**src/rtl/vga_timing_pkg.sv**
```systemverilog
// Shared constants for the VGA raster timing generator.
// Holds the default 640x480 @ 60 Hz timing, the coordinate width and the
// default sync polarity. No ports; imported by vga_axis_counter and
// vga_timing_gen.
package vga_timing_pkg;

   // Coordinate width. Either axis total must fit in this many bits.
   localparam int COORD_W = 11;

   // Largest axis total an 11-bit counter can represent.
   localparam int MAX_TOTAL = 1 << COORD_W;

   // Default 640x480 horizontal timing, in pixels.
   localparam int H_VISIBLE_DEFAULT = 640;
   localparam int H_FP_DEFAULT      = 16;
   localparam int H_SYNC_DEFAULT    = 96;
   localparam int H_BP_DEFAULT      = 48;

   // Default 640x480 vertical timing, in lines.
   localparam int V_VISIBLE_DEFAULT = 480;
   localparam int V_FP_DEFAULT      = 10;
   localparam int V_SYNC_DEFAULT    = 2;
   localparam int V_BP_DEFAULT      = 33;

   // Default 640x480 uses negative sync pulses.
   localparam logic SYNC_ACTIVE_DEFAULT = 1'b0;

   // Default clock divide: 100 MHz system clock down to a 25 MHz pixel rate.
   localparam int CLK_DIV_DEFAULT = 4;

endpackage

```
**src/rtl/vga_axis_counter.sv**
```systemverilog
// One raster axis: a position counter with wrap detection plus sync and
// blank decode. It is instantiated once for the horizontal axis and once
// for the vertical axis.
// Ports:
//   clk      system clock
//   rst_n    asynchronous active-low reset
//   advance  step the position by one on this clock edge
//   position current coordinate, 0..TOTAL-1 (registered)
//   wrap     high while position is at TOTAL-1 (combinational)
//   sync     sync level for the presented position (registered)
//   blank    high when the presented position is outside the visible area (registered)
module vga_axis_counter
   import vga_timing_pkg::*;
#(
   parameter int   VISIBLE     = 640,
   parameter int   FP          = 16,
   parameter int   SYNC        = 96,
   parameter int   BP          = 48,
   parameter logic SYNC_ACTIVE = 1'b0
) (
   input  logic               clk,
   input  logic               rst_n,
   input  logic               advance,
   output logic [COORD_W-1:0] position,
   output logic               wrap,
   output logic               sync,
   output logic               blank
);

   localparam int TOTAL = VISIBLE + FP + SYNC + BP;

   localparam logic [COORD_W-1:0] LAST       = COORD_W'(TOTAL - 1);
   localparam logic [COORD_W-1:0] VIS_END    = COORD_W'(VISIBLE);
   localparam logic [COORD_W-1:0] SYNC_START = COORD_W'(VISIBLE + FP);
   localparam logic [COORD_W-1:0] SYNC_END   = COORD_W'(VISIBLE + FP + SYNC);

   // Reject timings that would overflow the coordinate counter.
   if (TOTAL > MAX_TOTAL) begin : g_total_check
      $error("vga_axis_counter: axis total exceeds counter range");
   end

   logic [COORD_W-1:0] pos_next;

   assign wrap = (position == LAST);

   // Next position: step on advance and roll over after the last position.
   always_comb begin
      pos_next = position;
      if (advance) begin
         pos_next = wrap ? '0 : position + COORD_W'(1);
      end
   end

   // Sync and blank are decoded from the next position so that they line
   // up with the position register in the same cycle.
   always_ff @(posedge clk or negedge rst_n) begin
      if (!rst_n) begin
         position <= '0;
         sync     <= ~SYNC_ACTIVE;
         blank    <= 1'b0;
      end else begin
         position <= pos_next;
         sync     <= ((pos_next >= SYNC_START) && (pos_next < SYNC_END)) ? SYNC_ACTIVE : ~SYNC_ACTIVE;
         blank    <= (pos_next >= VIS_END);
      end
   end

endmodule

```
**src/rtl/vga_timing_gen.sv**
```systemverilog
// VGA raster timing generator. It divides the system clock down to a
// pixel-rate strobe, runs the horizontal and vertical position counters,
// and produces sync, blanking, pixel coordinates and a frame-start strobe.
// Every output is a flop, and all of them describe the same raster position.
// Ports:
//   CLK_100MHz  system clock
//   Reset       asynchronous active-low reset
//   HS, VS      horizontal / vertical sync, SYNC_ACTIVE during the pulse
//   HBlank      high when CurrentX >= H_VISIBLE
//   VBlank      high when CurrentY >= V_VISIBLE
//   CurrentX    horizontal position, 0..H_TOTAL-1
//   CurrentY    vertical position, 0..V_TOTAL-1
//   PixelEn     one-clock strobe, once per pixel period
//   FrameStart  one-clock strobe when the position wraps to (0,0)
module vga_timing_gen
   import vga_timing_pkg::*;
#(
   parameter int   CLK_DIV     = CLK_DIV_DEFAULT,
   parameter int   H_VISIBLE   = H_VISIBLE_DEFAULT,
   parameter int   H_FP        = H_FP_DEFAULT,
   parameter int   H_SYNC      = H_SYNC_DEFAULT,
   parameter int   H_BP        = H_BP_DEFAULT,
   parameter int   V_VISIBLE   = V_VISIBLE_DEFAULT,
   parameter int   V_FP        = V_FP_DEFAULT,
   parameter int   V_SYNC      = V_SYNC_DEFAULT,
   parameter int   V_BP        = V_BP_DEFAULT,
   parameter logic SYNC_ACTIVE = SYNC_ACTIVE_DEFAULT
) (
   input  logic               CLK_100MHz,
   input  logic               Reset,
   output logic               HS,
   output logic               VS,
   output logic               HBlank,
   output logic               VBlank,
   output logic [COORD_W-1:0] CurrentX,
   output logic [COORD_W-1:0] CurrentY,
   output logic               PixelEn,
   output logic               FrameStart
);

   localparam int DIV_W = $clog2(CLK_DIV);
   localparam logic [DIV_W-1:0] DIV_LAST = DIV_W'(CLK_DIV - 1);

   // A divide of 1 would leave no idle clocks between pixel strobes.
   if (CLK_DIV < 2) begin : g_div_check
      $error("vga_timing_gen: CLK_DIV must be at least 2");
   end

   logic [DIV_W-1:0] div_count;
   logic [DIV_W-1:0] div_next;
   logic             h_wrap;
   logic             v_wrap;

   assign div_next = (div_count == DIV_LAST) ? '0 : div_count + DIV_W'(1);

   // PixelEn is registered from the next divider value, so it is high
   // during the cycle in which the divider sits at its last count. The
   // counters step on the edge that closes that cycle. FrameStart is raised
   // on the edge where both axes wrap together, so it lines up with the
   // first cycle of (0,0). Reset entry never raises it.
   always_ff @(posedge CLK_100MHz or negedge Reset) begin
      if (!Reset) begin
         div_count  <= '0;
         PixelEn    <= 1'b0;
         FrameStart <= 1'b0;
      end else begin
         div_count  <= div_next;
         PixelEn    <= (div_next == DIV_LAST);
         FrameStart <= PixelEn & h_wrap & v_wrap;
      end
   end

   vga_axis_counter #(
      .VISIBLE    (H_VISIBLE),
      .FP         (H_FP),
      .SYNC       (H_SYNC),
      .BP         (H_BP),
      .SYNC_ACTIVE(SYNC_ACTIVE)
   ) u_h_axis (
      .clk     (CLK_100MHz),
      .rst_n   (Reset),
      .advance (PixelEn),
      .position(CurrentX),
      .wrap    (h_wrap),
      .sync    (HS),
      .blank   (HBlank)
   );

   // The vertical axis only moves on the pixel strobe that ends a line.
   vga_axis_counter #(
      .VISIBLE    (V_VISIBLE),
      .FP         (V_FP),
      .SYNC       (V_SYNC),
      .BP         (V_BP),
      .SYNC_ACTIVE(SYNC_ACTIVE)
   ) u_v_axis (
      .clk     (CLK_100MHz),
      .rst_n   (Reset),
      .advance (PixelEn & h_wrap),
      .position(CurrentY),
      .wrap    (v_wrap),
      .sync    (VS),
      .blank   (VBlank)
   );

endmodule

```
**config.mk**
```make
export PLATFORM = sky130hd
export DESIGN_NAME = vga_timing_gen
export DESIGN_NICKNAME = d
export VERILOG_FILES = /design/src/rtl/vga_timing_pkg.sv /design/src/rtl/vga_axis_counter.sv /design/src/rtl/vga_timing_gen.sv
export SDC_FILE = /design/constraint.sdc
export NUM_CORES = 1
export LEC_CHECK = 0
export ABC_AREA = 1
export BUFFER_PORTS_ARGS = -buffer_cell sky130_fd_sc_hd__buf_2
export CORE_MARGIN = 10
export CORE_UTILIZATION = 56
export CTS_CLUSTER_DIAMETER = 40
export DETAILED_ROUTE_END_ITERATION = 8
export PLACE_DENSITY_LB_ADDON = 0.05
export SLEW_MARGIN = 10
export SYNTH_ARGS = -nofsm -noshare
export SYNTH_HDL_FRONTEND = slang
export SYNTH_SLANG_ARGS = --single-unit
```
**constraint.sdc**
```tcl
create_clock -name CLK_100MHz -period 1.8 [get_ports CLK_100MHz]
set_input_delay 0.36 -clock CLK_100MHz [delete_from_list [all_inputs] [get_ports CLK_100MHz]]
set_output_delay 0.36 -clock CLK_100MHz [all_outputs]
set_load 0.05 [all_outputs]
```
# Word level (Yosys, flattened, before mapping)
# Cells that the tools add are included.
# W data, S select, Z words.
[word_totals]
elab_cells = 33
out_inout_bits = 28
inputBits = 2
ff_bits = 30
[classes]
reduce_logical = 2
order_cmp = 6
mux = 7
bitwise = 2
addsub = 3
eq_ne = 4
[ops]
columns = ["op", "n"]
rows = [
  ["$mux W11", 4],
  ["$add A11 B1 Y11 const B", 2],
  ["$eq A11 B10 Y1 const B", 2],
  ["$ge A11 B10 Y1 const B", 2],
  ["$ge A11 B9 Y1 const B", 2],
  ["$lt A11 B10 Y1 const B", 1],
  ["$lt A11 B9 Y1 const B", 1],
  ["$eq A2 B2 Y1 const B", 2],
  ["$add A2 B1 Y2 const B", 1],
  ["$and A1 B1 Y1", 2],
  ["$logic_and A1 B1 Y1", 2],
  ["$mux W1", 2],
  ["$mux W2", 1],
]

# Depth between registers and ports, before layout
# Gate-level depths: netlist (run 1).
[logic_depth]
word_depth = 6
depth_mapped = 12
mapped_depth_nobuf = 12

# By module
# Synthesis (run 1) repeated with hierarchy kept, for this count alone.
[unflattened]
hier_cells = 236
hier_area_um2 = 1725.4
[modules_own_cells]
columns = ["module", "cells_each", "instances", "area_per_inst_um2"]
rows = [
  ["vga_axis_counter at u_h_axis", 116, 1, 802.0],
  ["vga_axis_counter at u_v_axis", 107, 1, 769.5],
  ["vga_timing_gen", 13, 1, 153.9],
]

# Worst setup path after synthesis (run 1)
# No wires, ideal clock.
[synth_path]
path_type = "flip-flop to flip-flop"
from = "register u_h_axis.position[1]"
to = "register u_v_axis.sync"
setup_slack_ns = -0.111
arrival_ns = 1.828
n_path_buf = 1
synth_period_minus_slack_ns = 1.911
path_stages_with_launch = 12
cell_sequence = "dfrtp_1 -> ha_1 -> nand2_2 -> nor2_4 -> nand4_2 -> buf_6 -> nand2_1 -> inv_1 -> nor2_2 -> nand2_1 -> nor2_1 -> nand3_1"
[synth_via]
elab_chain_len = 6
elab_cells_between_ends = 7
[synth_rtl]
columns = ["element", "line_no", "source"]
rows = [
  ["start, declared", "vga_axis_counter.sv:24", "output logic [COORD_W-1:0] position,"],
  ["start signal, assigned", "vga_axis_counter.sv:62", "position <= pos_next;"],
  ["$eq A11 B10 Y1 (*)", "vga_axis_counter.sv:44", "assign wrap = (position == LAST);"],
  ["$and A1 B1 Y1 (*)", "vga_timing_gen.sv:99", ".advance (PixelEn & h_wrap),"],
  ["$mux W11 (*)", "vga_axis_counter.sv:49", "if (advance) begin"],
  ["$ge A11 B9 Y1 / $lt A11 B9 Y1 (equally long branches)", "vga_axis_counter.sv:63", "sync <= ((pos_next >= SYNC_START) && (pos_next < SYNC_END)) ? SYNC_ACTIVE : ~SYNC_ACTIVE;"],
  ["$logic_and A1 B1 Y1 (*)", "vga_axis_counter.sv:63", ""],
  ["$mux W1 (*)", "vga_axis_counter.sv:63", ""],
  ["end signal, assigned", "vga_axis_counter.sv:59", "sync <= ~SYNC_ACTIVE;"],
  ["end signal, assigned", "vga_axis_counter.sv:63", ""],
  ["end, declared", "vga_axis_counter.sv:26", "output logic sync,"],
]
# Mark *: on every way between the ends. The rest lies on a longest branch, timed or not.

# Final worst setup path (run 1)
[layout_path]
from = "register u_h_axis.position[2]"
to = "register u_h_axis.sync"
[layout_via]
elab_chain_len = 6
elab_cells_between_ends = 8
[layout_rtl]
columns = ["element", "line_no", "source"]
rows = [
  ["$add A11 B1 Y11 / $eq A11 B10 Y1 (equally long branches)", "vga_axis_counter.sv:50, vga_axis_counter.sv:44", ""],
  ["$mux W11", "vga_axis_counter.sv:50", "pos_next = wrap ? '0 : position + COORD_W'(1);"],
  ["$mux W11 (*)", "vga_axis_counter.sv:49", ""],
  ["$ge A11 B10 Y1 / $lt A11 B10 Y1 (equally long branches)", "vga_axis_counter.sv:63", ""],
  ["$logic_and A1 B1 Y1 (*)", "vga_axis_counter.sv:63", ""],
  ["$mux W1 (*)", "vga_axis_counter.sv:63", ""],
  ["end signal, assigned", "vga_axis_counter.sv:59", ""],
  ["end signal, assigned", "vga_axis_counter.sv:63", ""],
  ["end, declared", "vga_axis_counter.sv:26", ""],
]
# Marks and branches as above.

==> results of run 1 <==
==> metal layers <==
metal,vias to the layer above,track usage (%)
met3,8,4.835
met5,-,0
met2,45,20.83
li1,835,-
met1,733,19.90
met4,0,5.019
==> logic make-up (layout without fill, tap and decap cells) <==
logic type	count (synthesis)	after routing	share of synthesized area, %
buffers and inverters	46	88	10.81
DFF	30	30	41.98
AOI/OAI and AO/OA	8	8	2.580
and+or+nand+nor	148	148	38.21
xor gates and xnor gates	6	6	2.929
adders and majority gates	5	5	3.487
==> worst max path at each step <==
stage	start	to	slack [ns]	depth (start not counted)
6_report	u_h_axis.position[2]	u_h_axis.sync	0.14	9
5_1_grt	u_h_axis.position[1]	u_v_axis.sync	0.007	11
4_1_cts	u_v_axis.position[0]	u_v_axis.sync	0.02	11
3_5_place_dp	u_v_axis.position[0]	u_v_axis.sync	0.04	11
3_3_place_gp	u_v_axis.position[0]	u_v_axis.sync	0.06	11
2_1_floorplan	u_v_axis.position[2]	u_v_axis.sync	0.04	9
==> worst reg2reg max path, stage by stage (launching register included) <==
cell and delay (ns):
sky130_fd_sc_hd__dfrtp_1 0.47, sky130_fd_sc_hd__nand2_1 0.11, sky130_fd_sc_hd__nor2_2 0.21, sky130_fd_sc_hd__nand2_1 0.13
sky130_fd_sc_hd__nor2_1 0.16, sky130_fd_sc_hd__nand3_1 0.09, sky130_fd_sc_hd__nand2_1 0.06, sky130_fd_sc_hd__nand3_1 0.10
sky130_fd_sc_hd__nor2_1 0.17, sky130_fd_sc_hd__nand4_1 0.10
==> report_power, final <==
part,total (mW),internal [mW],switching (mW)
clock network,0.428,0.187,0.241
logic,0.0130,0.000778,0.0122
registers,0.674,0.674,0
total,1.11,0.862,0.253
==> synth_stat cells, drive strengths merged <==
master,count
nand3b,1
dfstp,2
o21ai,6
inv,39
o21a,1
nand2,69
clkinv,2
ha,5
xor2,6
or2,2
nor3,6
buf,5
nand3,22
a22o,1
nor2,40
dfrtp,28
nand4,8
==> through the flow <==
stage	power, mW	instances	cell area, sq um
finish	1.115	329	2142
CTS	1.128	324	2061
global placement	0.7007	316	1997
detailed placement	0.7010	316	1997
global route	1.171	329	2142
floorplan	0.6869	243	1799
==> what timing repair did <==
| action | 4_1_cts | 5_1_grt |
|---|---|---|
| setup buffers | 0 | 5 |
| setup endpoints to repair | 0 | 4 |
| gates resized for setup | 0 | 9 |
| hold buffers | 0 | 0 |
==> registers in the layout, summed over array words and instances, names as in the netlist <==
register and flops:
PixelEn 1, u_v_axis.position 11, u_h_axis.sync 1, u_h_axis.position 11, u_v_axis.sync 1, div_count 2
FrameStart 1, u_h_axis.blank 1, u_v_axis.blank 1
==> area by class of cell <==
cell class	count	area, sq um
repair buffers	39	220.2
clock buffers	6	51.30
flip-flops and latches	30	758.2
well taps	44	55.05
inverters	41	153.9
fillers	285	910.9
multi-input cells	167	890.9
clock inverters	2	12.51
==> metrics.md, run 1 <==
| Metric | Value |
|---|---|
| Combined global-route utilization of all metal layers | 14.59% |
| Critical path capture point type | flip-flop |
| Core Area | 0.003053 sq mm |
| Combined area of all synthesized cells | 0.001794 sq mm |
| DIE HEIGHT | 76.61 um |
| Clk Tree Root Cell | sky130_fd_sc_hd__clkbuf_4 |
| Routed via count divided by cell count | 4.927 |
| Max_slew headroom | 56.71% |
| Run status | finished, final reports clean |
| Util after Layout | 70.16% |
| Setup-failing EPs final | 0 |
| Placer Congestion | 0.8754 |
| Area contributors post-synth | sky130_fd_sc_hd__dfrtp_1, sky130_fd_sc_hd__nand2_1, sky130_fd_sc_hd__inv_1, sky130_fd_sc_hd__nor2_1, sky130_fd_sc_hd__nand3_1 |
| Path category of the worst min-delay check | in2async |
| Count of yosys warnings during synthesis | 0 |
| WS Path Type | reg2reg |
| Placement Rows | 20 |
| Syn Area/Cell | 7.384 sq um |
| Post-detail-place hpwl | 3.150 mm |
| Reg2Reg Launch Point | u_h_axis.position[2] |
| Number of hold-slack violations in the final timing report | 0 |
| Horiz. Die Dim | 76.61 um |
| Distinct cell type count of the synthesized netlist | 29 |
| Cell Chain, Critical Path | nand2_1, nor2_2, nand2_1, nor2_1, nand3_1, nand2_1, nand3_1, nor2_1, nand4_1 |
| FMAX | 601.6 MHz |
| Max-cap violations | 0 |
| Dominant delay contributor by cell family on the critical path | simple AND/OR/NAND/NOR gates |
| Port Buffers | 29 |
| Clock tree from TritonCTS | built |
| Critical path data arrival time | 1.92 ns |
| Highest metal layer with signal wires | met4 |
| Post-route setup TNS | 0 ns |
| Wire length of the first global-routing pass | 7.086 mm |
| Number of nets at the end of the flow | 291 |
| RSZ-0062 raised after global routing | false |
| Period utilisation layout | 92.35% |
| Slack of the critical path | 0.1377 ns |
| Shortest clock period the worst path allows after layout | 1.662 ns |
| Number of top-level design ports | 30 |
| Longest Clk Path Bufs | 2 |
| First-pass detailed-route iteration total | 4 |
| Ant. Diodes | 0 |
| Number of antenna-violating nets in the routed design | 0 |
| Met2 WL | 1.788 mm |
| FF+latch count, synth | 30 |
| Slew at the pin with the worst max-slew slack | 0.6494 ns |
| Total CTS buffers | 5 |
| Buffers plus inverters on the worst setup path | 0 |
| Met3 wirelength from detailed routing | 270 um |
| Leak pwr | 1.162 nW |
| Commonest cells after routing, fill and taps aside | sky130_fd_sc_hd__nand2_1, sky130_fd_sc_hd__inv_1, sky130_fd_sc_hd__nor2_1 |
| Synth area leader | sky130_fd_sc_hd__dfrtp_1 |
| Total number of clock tree sinks | 30 |
| Initial antenna violation count | 0 |
| Worst clock skew on the final layout | 0.009794 ns |
| Number of max-slew violations in the final report | 0 |
| Total grt overflow | 0 |
| IR Drop Worst-Case VDD | 0.4368 mV |
| R2R setup slack | 0.14 ns |
| Placement Setup Slack | 0.04329 ns |
| Most common cell after layout, fill and taps aside | sky130_fd_sc_hd__nand2_1 |
| Largest net degree at the start of global routing | 31 |
| Biggest cell delay along the critical path | 0.47 ns |
| Clock slew seen by the registers of the worst setup and hold paths | 0.10 ns |
| Cell count after synthesis | 243 |
| Critical path startpoint category | flip-flop |
| Clock H-tree levels | 2 |
| Clock latency reported for the late side of the worst-skew pair | 0.34 ns |
| Total via count in the routed design | 1621 |
| Post-route DRC violation count | 0 |
| Iteration-0 DRC Markers | 132 |
| Via count of the first global-routing pass | 1495 |
| Routed wirelength normalized by instance count | 12.47 um |
| Effective utilization at floorplan | 58.77% |
| Die Outline Area | 0.005868 sq mm |
| PD cells | 520.4 mW/mm^2 |
| R2r worst-path depth | 9 |
| Share of final-layout standard cells stronger than drive strength 1 | 28.77% |
| Wire length the detailed router placed on met1 | 1.987 mm |
| Maximum fanout along the worst path | 6 |
| Share of the synthesized area in the top cell type | 39.05% |
| Area overhead of the layout relative to synthesis | 19.39% |
| Portion of the post-synthesis area used by sequential elements | 41.98% |
| Hold slack | 0.03798 ns |
| Endpoint of the lowest-slack register-to-register path | u_h_axis.sync |
| Slowest stage cell on the critical path | sky130_fd_sc_hd__dfrtp_1 |
| Cell mode on critical path | sky130_fd_sc_hd__nand2_1 |
| Required time reported for the critical path endpoint | 2.06 ns |
| Wire length after detailed routing | 4.103 mm |
| Post-Syn Nets | 250 |
(Power assumes the default switching activity.)
==> run 2: changes to the inputs <==
Settings changed: GPL_TIMING_DRIVEN set to 0.
==> metrics.md, run 2 (synthesis results as in run 1) <==
| Metric | Value |
|---|---|
| Ant. Diodes | 0 (unchanged) |
| Maximum fanout along the worst path | 5 (-1) |
| Proportion of total power due to net switching | 23.59% (+0.89 points) |
| Cell mode on critical path | sky130_fd_sc_hd__nand2_1 |
| Via count of the first global-routing pass | 1450 (-3.0%) |
| Commonest cells after routing, fill and taps aside | sky130_fd_sc_hd__nand2_1, sky130_fd_sc_hd__inv_1, sky130_fd_sc_hd__nor2_1, sky130_fd_sc_hd__buf_2, sky130_fd_sc_hd__dfrtp_1 |
| Max-cap violations | 0 (unchanged) |
| Number of nets at the end of the flow | 289 (-0.69%) |
| Port Buffers | 29 (unchanged) |
| Period utilisation layout | 92.97% (+0.62 points) |
| Placement Rows | 20 (unchanged) |
| Total grt overflow | 0 (unchanged) |
| WS Path Type | reg2reg |
| FMAX | 597.6 MHz (-0.67%) |
| Slew at the pin with the worst max-slew slack | 0.6501 ns (+0.0006907 ns) |
| Clk Tree Root Cell | sky130_fd_sc_hd__clkbuf_4 |
| Post-detail-place hpwl | 2.862 mm (-9.1%) |
| Combinational power share | 1.2% (about the same) |
| Total number of clock tree sinks | 30 (unchanged) |
| PD cells | 531.7 mW/mm^2 (+2.2%) |
| R2r worst-path depth | 11 (+2) |
| Routed wirelength normalized by instance count | 11.77 um (-5.6%) |
| Biggest cell delay along the critical path | 0.45 ns (-0.02 ns) |
| Clock tree from TritonCTS | built |
| Most common cell after layout, fill and taps aside | sky130_fd_sc_hd__nand2_1 |
| Path category of the worst min-delay check | in2async |
| Required time reported for the critical path endpoint | 2.06 ns (about the same) |
| Slack of the critical path | 0.1265 ns (-0.01123 ns) |
| Net load switching power | 0.2661 mW (+5.2%) |
| Routed via count divided by cell count | 4.835 (-1.9%) |
| Post-route DRC violation count | 0 (unchanged) |
| Clock slew seen by the registers of the worst setup and hold paths | 0.11 ns (about the same) |
| Count of hold-fix buffers inserted at cts | 0 (unchanged) |
| Leak pwr | 1.153 nW (-0.83%) |
| DIE HEIGHT | 76.61 um (unchanged) |
| Critical path data arrival time | 1.93 ns (about the same) |
| Core Area | 0.003053 sq mm (unchanged) |
| Setup crit start | u_v_axis.position[0] |
| Util after Layout | 69.51% (-0.66 points) |
| Total CTS buffers | 5 (unchanged) |
| End point of the critical path | u_v_axis.sync |
| Clock latency reported for the late side of the worst-skew pair | 0.33 ns (about the same) |
| Biggest registers after layout | u_h_axis.position: 11 flops, u_v_axis.position: 11 flops, div_count: 2 flops |
| Reg2Reg Launch Point | u_v_axis.position[0] |
| Critical path startpoint category | flip-flop |
| Horiz. Die Dim | 76.61 um (unchanged) |
| Combined global-route utilization of all metal layers | 13.52% (-1.1 points) |
| Number of hold-slack violations in the final timing report | 0 (unchanged) |
| Wire length of the first global-routing pass | 6.637 mm (-6.3%) |
| Critical path capture point type | flip-flop |
| Buffers plus inverters on the worst setup path | 1 (+1) |
| Worst clock skew on the final layout | 0.01138 ns (+0.001584 ns) |
| Part of the power in registers | 59.7% (-0.7 points) |
| Area overhead of the layout relative to synthesis | 18.27% |
| Largest net degree at the start of global routing | 31 (unchanged) |
| Number of max-slew violations in the final report | 0 (unchanged) |
| Logic depth of the worst setup path including buffers | 11 (+2) |
| Clock H-tree levels | 2 (unchanged) |
| Number of antenna-violating nets in the routed design | 0 (unchanged) |
| Wire length after detailed routing | 3.850 mm (-6.2%) |
| R2R setup slack | 0.13 ns (about the same) |
| Shortest clock period the worst path allows after layout | 1.674 ns (+0.01123 ns) |
| Placement Setup Slack | 0.04977 ns (+0.006489 ns) |
| Share of total power in the clock network | 39.1% (+0.7 points) |
| First-pass detailed-route iteration total | 4 (unchanged) |
| Die Outline Area | 0.005868 sq mm (unchanged) |
| Cell Chain, Critical Path | inv_1, ha_1, nand2_1, nor3_2, nand2_2, nand2_1, nor2_1, nor2_2, nand2_1, nor2_2, nand3_1 |
| Share of final-layout standard cells stronger than drive strength 1 | 28.27% (-0.50 points) |
| Initial antenna violation count | 0 (unchanged) |
| Placer Congestion | 0.8558 (-2.2%) |
| Dominant delay contributor by cell family on the critical path | simple AND/OR/NAND/NOR gates |
| Run status | finished, final reports clean |
| Iteration-0 DRC Markers | 105 (-20%) |
| IR Drop Worst-Case VDD | 0.4756 mV (+8.9%) |
| Longest Clk Path Bufs | 2 (unchanged) |
| Endpoint of the lowest-slack register-to-register path | u_v_axis.sync |
| Total via count in the routed design | 1581 (-2.5%) |
| Number of top-level design ports | 30 (unchanged) |
| Internal power consumption | 0.8621 mW (about the same) |
| Max_slew headroom | 56.66% (about the same) |
| Slowest stage cell on the critical path | sky130_fd_sc_hd__dfrtp_2 |
| Setup-failing EPs final | 0 (unchanged) |
| Effective utilization at floorplan | 58.77% (unchanged) |
==> run 2: changes by cell type in the layout (fill, tap and decap cells not counted), sizes merged <==
| cell | before | now |
|---|---|---|
| clkinvlp | 1 | 2 |
| clkinv | 3 | 2 |
| buf | 39 | 37 |
==> run 2: routing by layer <==
metal / up-vias / part of all wire, % / GRT usage (%) / routed length [um]
li1: 829 / - / - / -
met1: 719 / 49 / 17.47 / 1884
met2: 29 / 44 / 20.24 / 1691
met3: 4 / 6.3 / 5.307 / 243
met4: 0 / 0.78 / 3.903 / 30
met5: - / 0 / 0 / 0
==> run 2: power groups by stage <==
stage / combinational [mW] / sequential (mW) / clock (mW)
after floorplan: 0.000000561 / 0.687 / 0
after global placement: 0.0141 / 0.687 / 0
after detailed placement: 0.0144 / 0.687 / 0
after CTS: 0.0143 / 0.674 / 0.452
after global routing: 0.0157 / 0.674 / 0.482
final: 0.0130 / 0.674 / 0.442
==> run 2: area by class of cell <==
type	count	area (sq um)
fill	279	930.9
multi-input combinational	167	878.3
sequential	30	759.5
timing repair buffer	32	167.7
inverter	41	157.7
tap	44	55.05
clock buffer	6	51.30
buffer	5	40.04
clock inverter	2	12.51
==> run 2: through the flow <==
stage	total power, mW	hold slack [ns]	cells	cell area, sq um	TNS [ns]
global route	1.172	0.07699	327	2122	-0.002906
detailed placement	0.7011	0.4311	316	1999	0
CTS	1.140	0.05917	324	2063	0
floorplan	0.6869	0.06441	243	1799	0
global placement	0.7008	0.4236	316	1999	0
finish	1.128	0.04180	327	2122	0
==> run 2: timing repair <==
action / in CTS / in global routing
buffers inserted: 0 / 3
hold endpoints to repair: 0 / 0
resized for setup: 0 / 8
endpoints found under the setup margin: 0 / 3
==> run 2: how the worst min path moves through the flow <==
stage	startpoint	endpoint	slack (ns)	cells after the start
2_1_floorplan	Reset	FrameStart	0.06	0
3_3_place_gp	Reset	u_h_axis.position[7]	0.42	1
3_5_place_dp	Reset	u_h_axis.position[7]	0.43	1
4_1_cts	Reset	u_v_axis.position[7]	0.06	1
5_1_grt	Reset	u_h_axis.position[7]	0.08	1
6_report	Reset	u_v_axis.position[3]	0.04	1
==> run 3: changes to the inputs <==
Settings changed: ABC_AREA 1 to 0, CORE_ASPECT_RATIO set to 0.7, CORE_UTILIZATION 56 to 59.
Clock period 1.8 ns to 2 ns, I/O delays scaled along.
==> metrics.md, run 3 <==
| Metric | Value |
|---|---|
| Run status | complete, but fails checks |
| Violated checks | setup timing |
| Portion of the post-synthesis area used by sequential elements | 43.94% (+2.0 points) |
| Top cell types by occurrence after synthesis | sky130_fd_sc_hd__dfrtp_1, sky130_fd_sc_hd__nand2_1, sky130_fd_sc_hd__nor2_1 |
| Clock slew seen by the registers of the worst setup and hold paths | 0.06 ns (-0.05 ns) |
| Setup-failing EPs final | 1 (+1) |
| Commonest cells after routing, fill and taps aside | sky130_fd_sc_hd__buf_2, sky130_fd_sc_hd__nand2_1, sky130_fd_sc_hd__dfrtp_2 |
| Number of antenna-violating nets in the routed design | 0 (unchanged) |
| Cell count after synthesis | 166 (-32%) |
| Synth area leader | sky130_fd_sc_hd__dfrtp_1 |
| Critical path capture point type | flip-flop |
| Dominant cell by count in the synthesized netlist | sky130_fd_sc_hd__dfrtp_1 |
| Count of hold-fix buffers inserted at cts | 0 (unchanged) |
| R2R setup slack | -0.04 ns (-0.16 ns) |
| Post-route DRC violation count | 0 (unchanged) |
| First-pass detailed-route iteration total | 4 (unchanged) |
| Max_slew headroom | 56.13% (-0.53 points) |
| IR Drop Worst-Case VDD | 0.4912 mV (+3.3%) |
| Largest net degree at the start of global routing | 31 (unchanged) |
| GRT met3 Usage | 4.187% (-1.1 points) |
| Biggest cell delay along the critical path | 0.44 ns (about the same) |
| Wire length of the first global-routing pass | 6.913 mm (+4.2%) |
| FF+latch count, synth | 30 (unchanged) |
| Core Area | 0.002783 sq mm (-8.9%) |
| Count of yosys warnings during synthesis | 0 (unchanged) |
| Total number of clock tree sinks | 30 (unchanged) |
| Total grt overflow | 0 (unchanged) |
| Routed wirelength normalized by instance count | 17.47 um (+48%) |
| Grt met2 use | 23.67% (+3.4 points) |
| Via count of the first global-routing pass | 1440 (-0.69%) |
| Syn Area/Cell | 10.33 sq um (+40%) |
| Total via count in the routed design | 1455 (-8.0%) |
| Summed area of non-filler cells in the final layout | 0.002147 sq mm (+1.2%) |
| Wire length after detailed routing | 4.316 mm (+12%) |
| Effective utilization at floorplan | 61.60% (+2.8 points) |
| Cell Chain, Critical Path | ha_4, nand4bb_4, nor3_4, nand2_2, or3_1, a2111o_1 |
| Critical path startpoint category | flip-flop |
| PD cells | 518.5 mW/mm^2 (-2.5%) |
| Required time reported for the critical path endpoint | 2.20 ns (+0.14 ns) |
| Ant. Diodes | 0 (unchanged) |
| Clk Tree Root Cell | sky130_fd_sc_hd__clkbuf_8 |
| Clock tree from TritonCTS | built |
| Combined global-route utilization of all metal layers | 15.48% (+2.0 points) |
| Path category of the worst min-delay check | in2async |
| Most common cell after layout, fill and taps aside | sky130_fd_sc_hd__buf_2 |
| Setup crit start | u_h_axis.position[0] |
| Area after detailed placement | 0.001967 sq mm (-1.6%) |
| Die Outline Area | 0.005496 sq mm (-6.4%) |
| Slowest stage cell on the critical path | sky130_fd_sc_hd__a2111o_1 |
| Share of the synthesized area in the top cell type | 40.88% (+1.8 points) |
| Util after Layout | 77.16% (+7.7 points) |
| Total CTS buffers | 5 (unchanged) |
| Number of hold-slack violations in the final timing report | 0 (unchanged) |
| Slack of the critical path | -0.03666 ns (-0.1632 ns) |
| Routed via count divided by cell count | 5.891 (+22%) |
| Biggest registers after layout | u_h_axis.position: 11 flops, u_v_axis.position: 11 flops, div_count: 2 flops |
| Area overhead of the layout relative to synthesis | 25.26% |
| Combined area of all synthesized cells | 0.001714 sq mm (-4.5%) |
| Slew at the pin with the worst max-slew slack | 0.6581 ns (+0.007966 ns) |
| Post-detail-place hpwl | 2.975 mm (+4.0%) |
| Number of top-level design ports | 30 (unchanged) |
| Asr flop ratio synth | 100.0% (unchanged) |
| DIE HEIGHT | 65.10 um (-15%) |
| Share of final-layout standard cells stronger than drive strength 1 | 45.02% (+17 points) |
| RSZ-0062 raised after global routing | true |
| FMAX | 491.0 MHz (-18%) |
| Number of enable-type register cells in the synthesized netlist | 0 (unchanged) |
| Clock H-tree levels | 2 (unchanged) |
| Initial antenna violation count | 0 (unchanged) |
| Cells after DPL | 231 (-27%) |
| Main synth FF type | sky130_fd_sc_hd__dfrtp_1 |
| Leak pwr | 0.9775 nW (-15%) |
| Count of filler cells inserted in the layout | 202 (-28%) |
| Post-Syn Nets | 173 (-31%) |
| Placer Congestion | 0.9006 (+5.2%) |
| Distinct cell type count of the synthesized netlist | 54 (+86%) |
| Number of nets at the end of the flow | 217 (-25%) |
| Period utilisation layout | 101.8% (+8.9 points) |
| Final non-filler cell total | 247 (-24%) |
| WS Path Type | reg2reg |
| Placement Setup Slack | -0.08428 ns (-0.1341 ns) |
| Placement Rows | 16 (-20%) |
| Number of max-slew violations in the final report | 0 (unchanged) |
| Clock latency reported for the late side of the worst-skew pair | 0.28 ns (-0.05 ns) |
| Shortest clock period the worst path allows after layout | 2.037 ns (+0.3632 ns) |
| Power Total | 1.113 mW (-1.3%) |
| Met1 demand-to-capacity share in global routing | 19.81% (+2.3 points) |
| Port Buffers | 29 (unchanged) |
| Longest Clk Path Bufs | 2 (unchanged) |
| Reg2Reg Launch Point | u_h_axis.position[0] |
| Worst clock skew on the final layout | 0.005743 ns (-0.005636 ns) |
| Max-cap violations | 0 (unchanged) |
| Post-route setup TNS | -0.03666 ns (-0.03666 ns) |
| Critical path data arrival time | 2.23 ns (+0.30 ns) |
| Endpoint of the lowest-slack register-to-register path | u_v_axis.sync |
| Iteration-0 DRC Markers | 152 (+45%) |
| Global routing's busiest layer | met2 |
| Hold slack | 0.1406 ns (+0.09881 ns) |
| R2r worst-path depth | 6 (-5) |
| Horiz. Die Dim | 84.43 um (+10%) |
| Area contributors post-synth | sky130_fd_sc_hd__dfrtp_1, sky130_fd_sc_hd__nand2_1, sky130_fd_sc_hd__ha_1, sky130_fd_sc_hd__xnor2_1, sky130_fd_sc_hd__dfstp_2 |
| Maximum fanout along the worst path | 5 (unchanged) |
run 3: cell count changes in the layout (fill, tap and decap cells not counted), sizes merged, moves of 5 or more:
cell / delta
buf: +9
xnor2: +7
nor2: -30
and3: +5
o21ai: +7
nand2: -50
nand3: -13
inv: -32
run 3: worst max-delay path by stage:
| stage | endpoint | slack (ns) | cells past startpoint |
|---|---|---|---|
| 5_1_grt | u_v_axis.sync | -0.09 | 6 |
| 2_1_floorplan | u_v_axis.sync | -0.02 | 6 |
| 4_1_cts | u_v_axis.blank | 0.01 | 7 |
| 3_3_place_gp | u_v_axis.sync | -0.0008 | 8 |
| 3_5_place_dp | u_v_axis.sync | -0.08 | 7 |
| 6_report | u_v_axis.sync | -0.04 | 6 |
run 3: critical path, delay by kind of cell (launching register included):
| family | cells | cell delay, ns |
|---|---|---|
| AOI/OAI and AO/OA | 1 | 0.44 |
| adders and majority gates | 1 | 0.18 |
| DFF | 1 | 0.42 |
| and+or+nand+nor | 4 | 0.91 |
run 3: cell families (layout without fill, tap and decap cells):
kind of cell / count (synthesis) / count (layout) / synth area share (%)
fa+ha+maj: 5 / 5 / 3.650
xor+xnor: 11 / 11 / 5.620
buf+inv: 16 / 61 / 5.255
flops: 30 / 30 / 43.94
mux: 1 / 1 / 0.6569
simple gates: 72 / 72 / 28.40
compound gates: 31 / 31 / 12.48
run 3: layout make-up:
class                   instances  area (sq um)  share of cell area, %
multi-input cells             120         933.4                  43.47
flip-flops and latches         30         773.2                  36.01
repair buffers                 41         235.2                  10.96
clock buffers                   7         86.33                  4.021
well taps                      36         45.04                  2.098
plain buffers                   5         42.54                  1.981
inverters                       7         26.28                  1.224
clock inverters                 1         5.005                 0.2331
run 3: power by group:
part	internal (mW)	switching [mW]
Sequential	0.607	0
Clock	0.277	0.217
Combinational	0.000701	0.0112
run 3: repair_timing:
item,in CTS,in global routing
endpoints found under the setup margin,2,3
gates resized for setup,1,8
pin swaps,2,10
setup buffers,3,9
run 3: per-layer routing:
| layer | share of wire [%] | routed length, um |
|---|---|---|
| met1 | 44 | 1909 |
| met5 | 0 | 0 |
| met3 | 6.6 | 284 |
| met2 | 48 | 2070 |
| met4 | 1.2 | 52 |
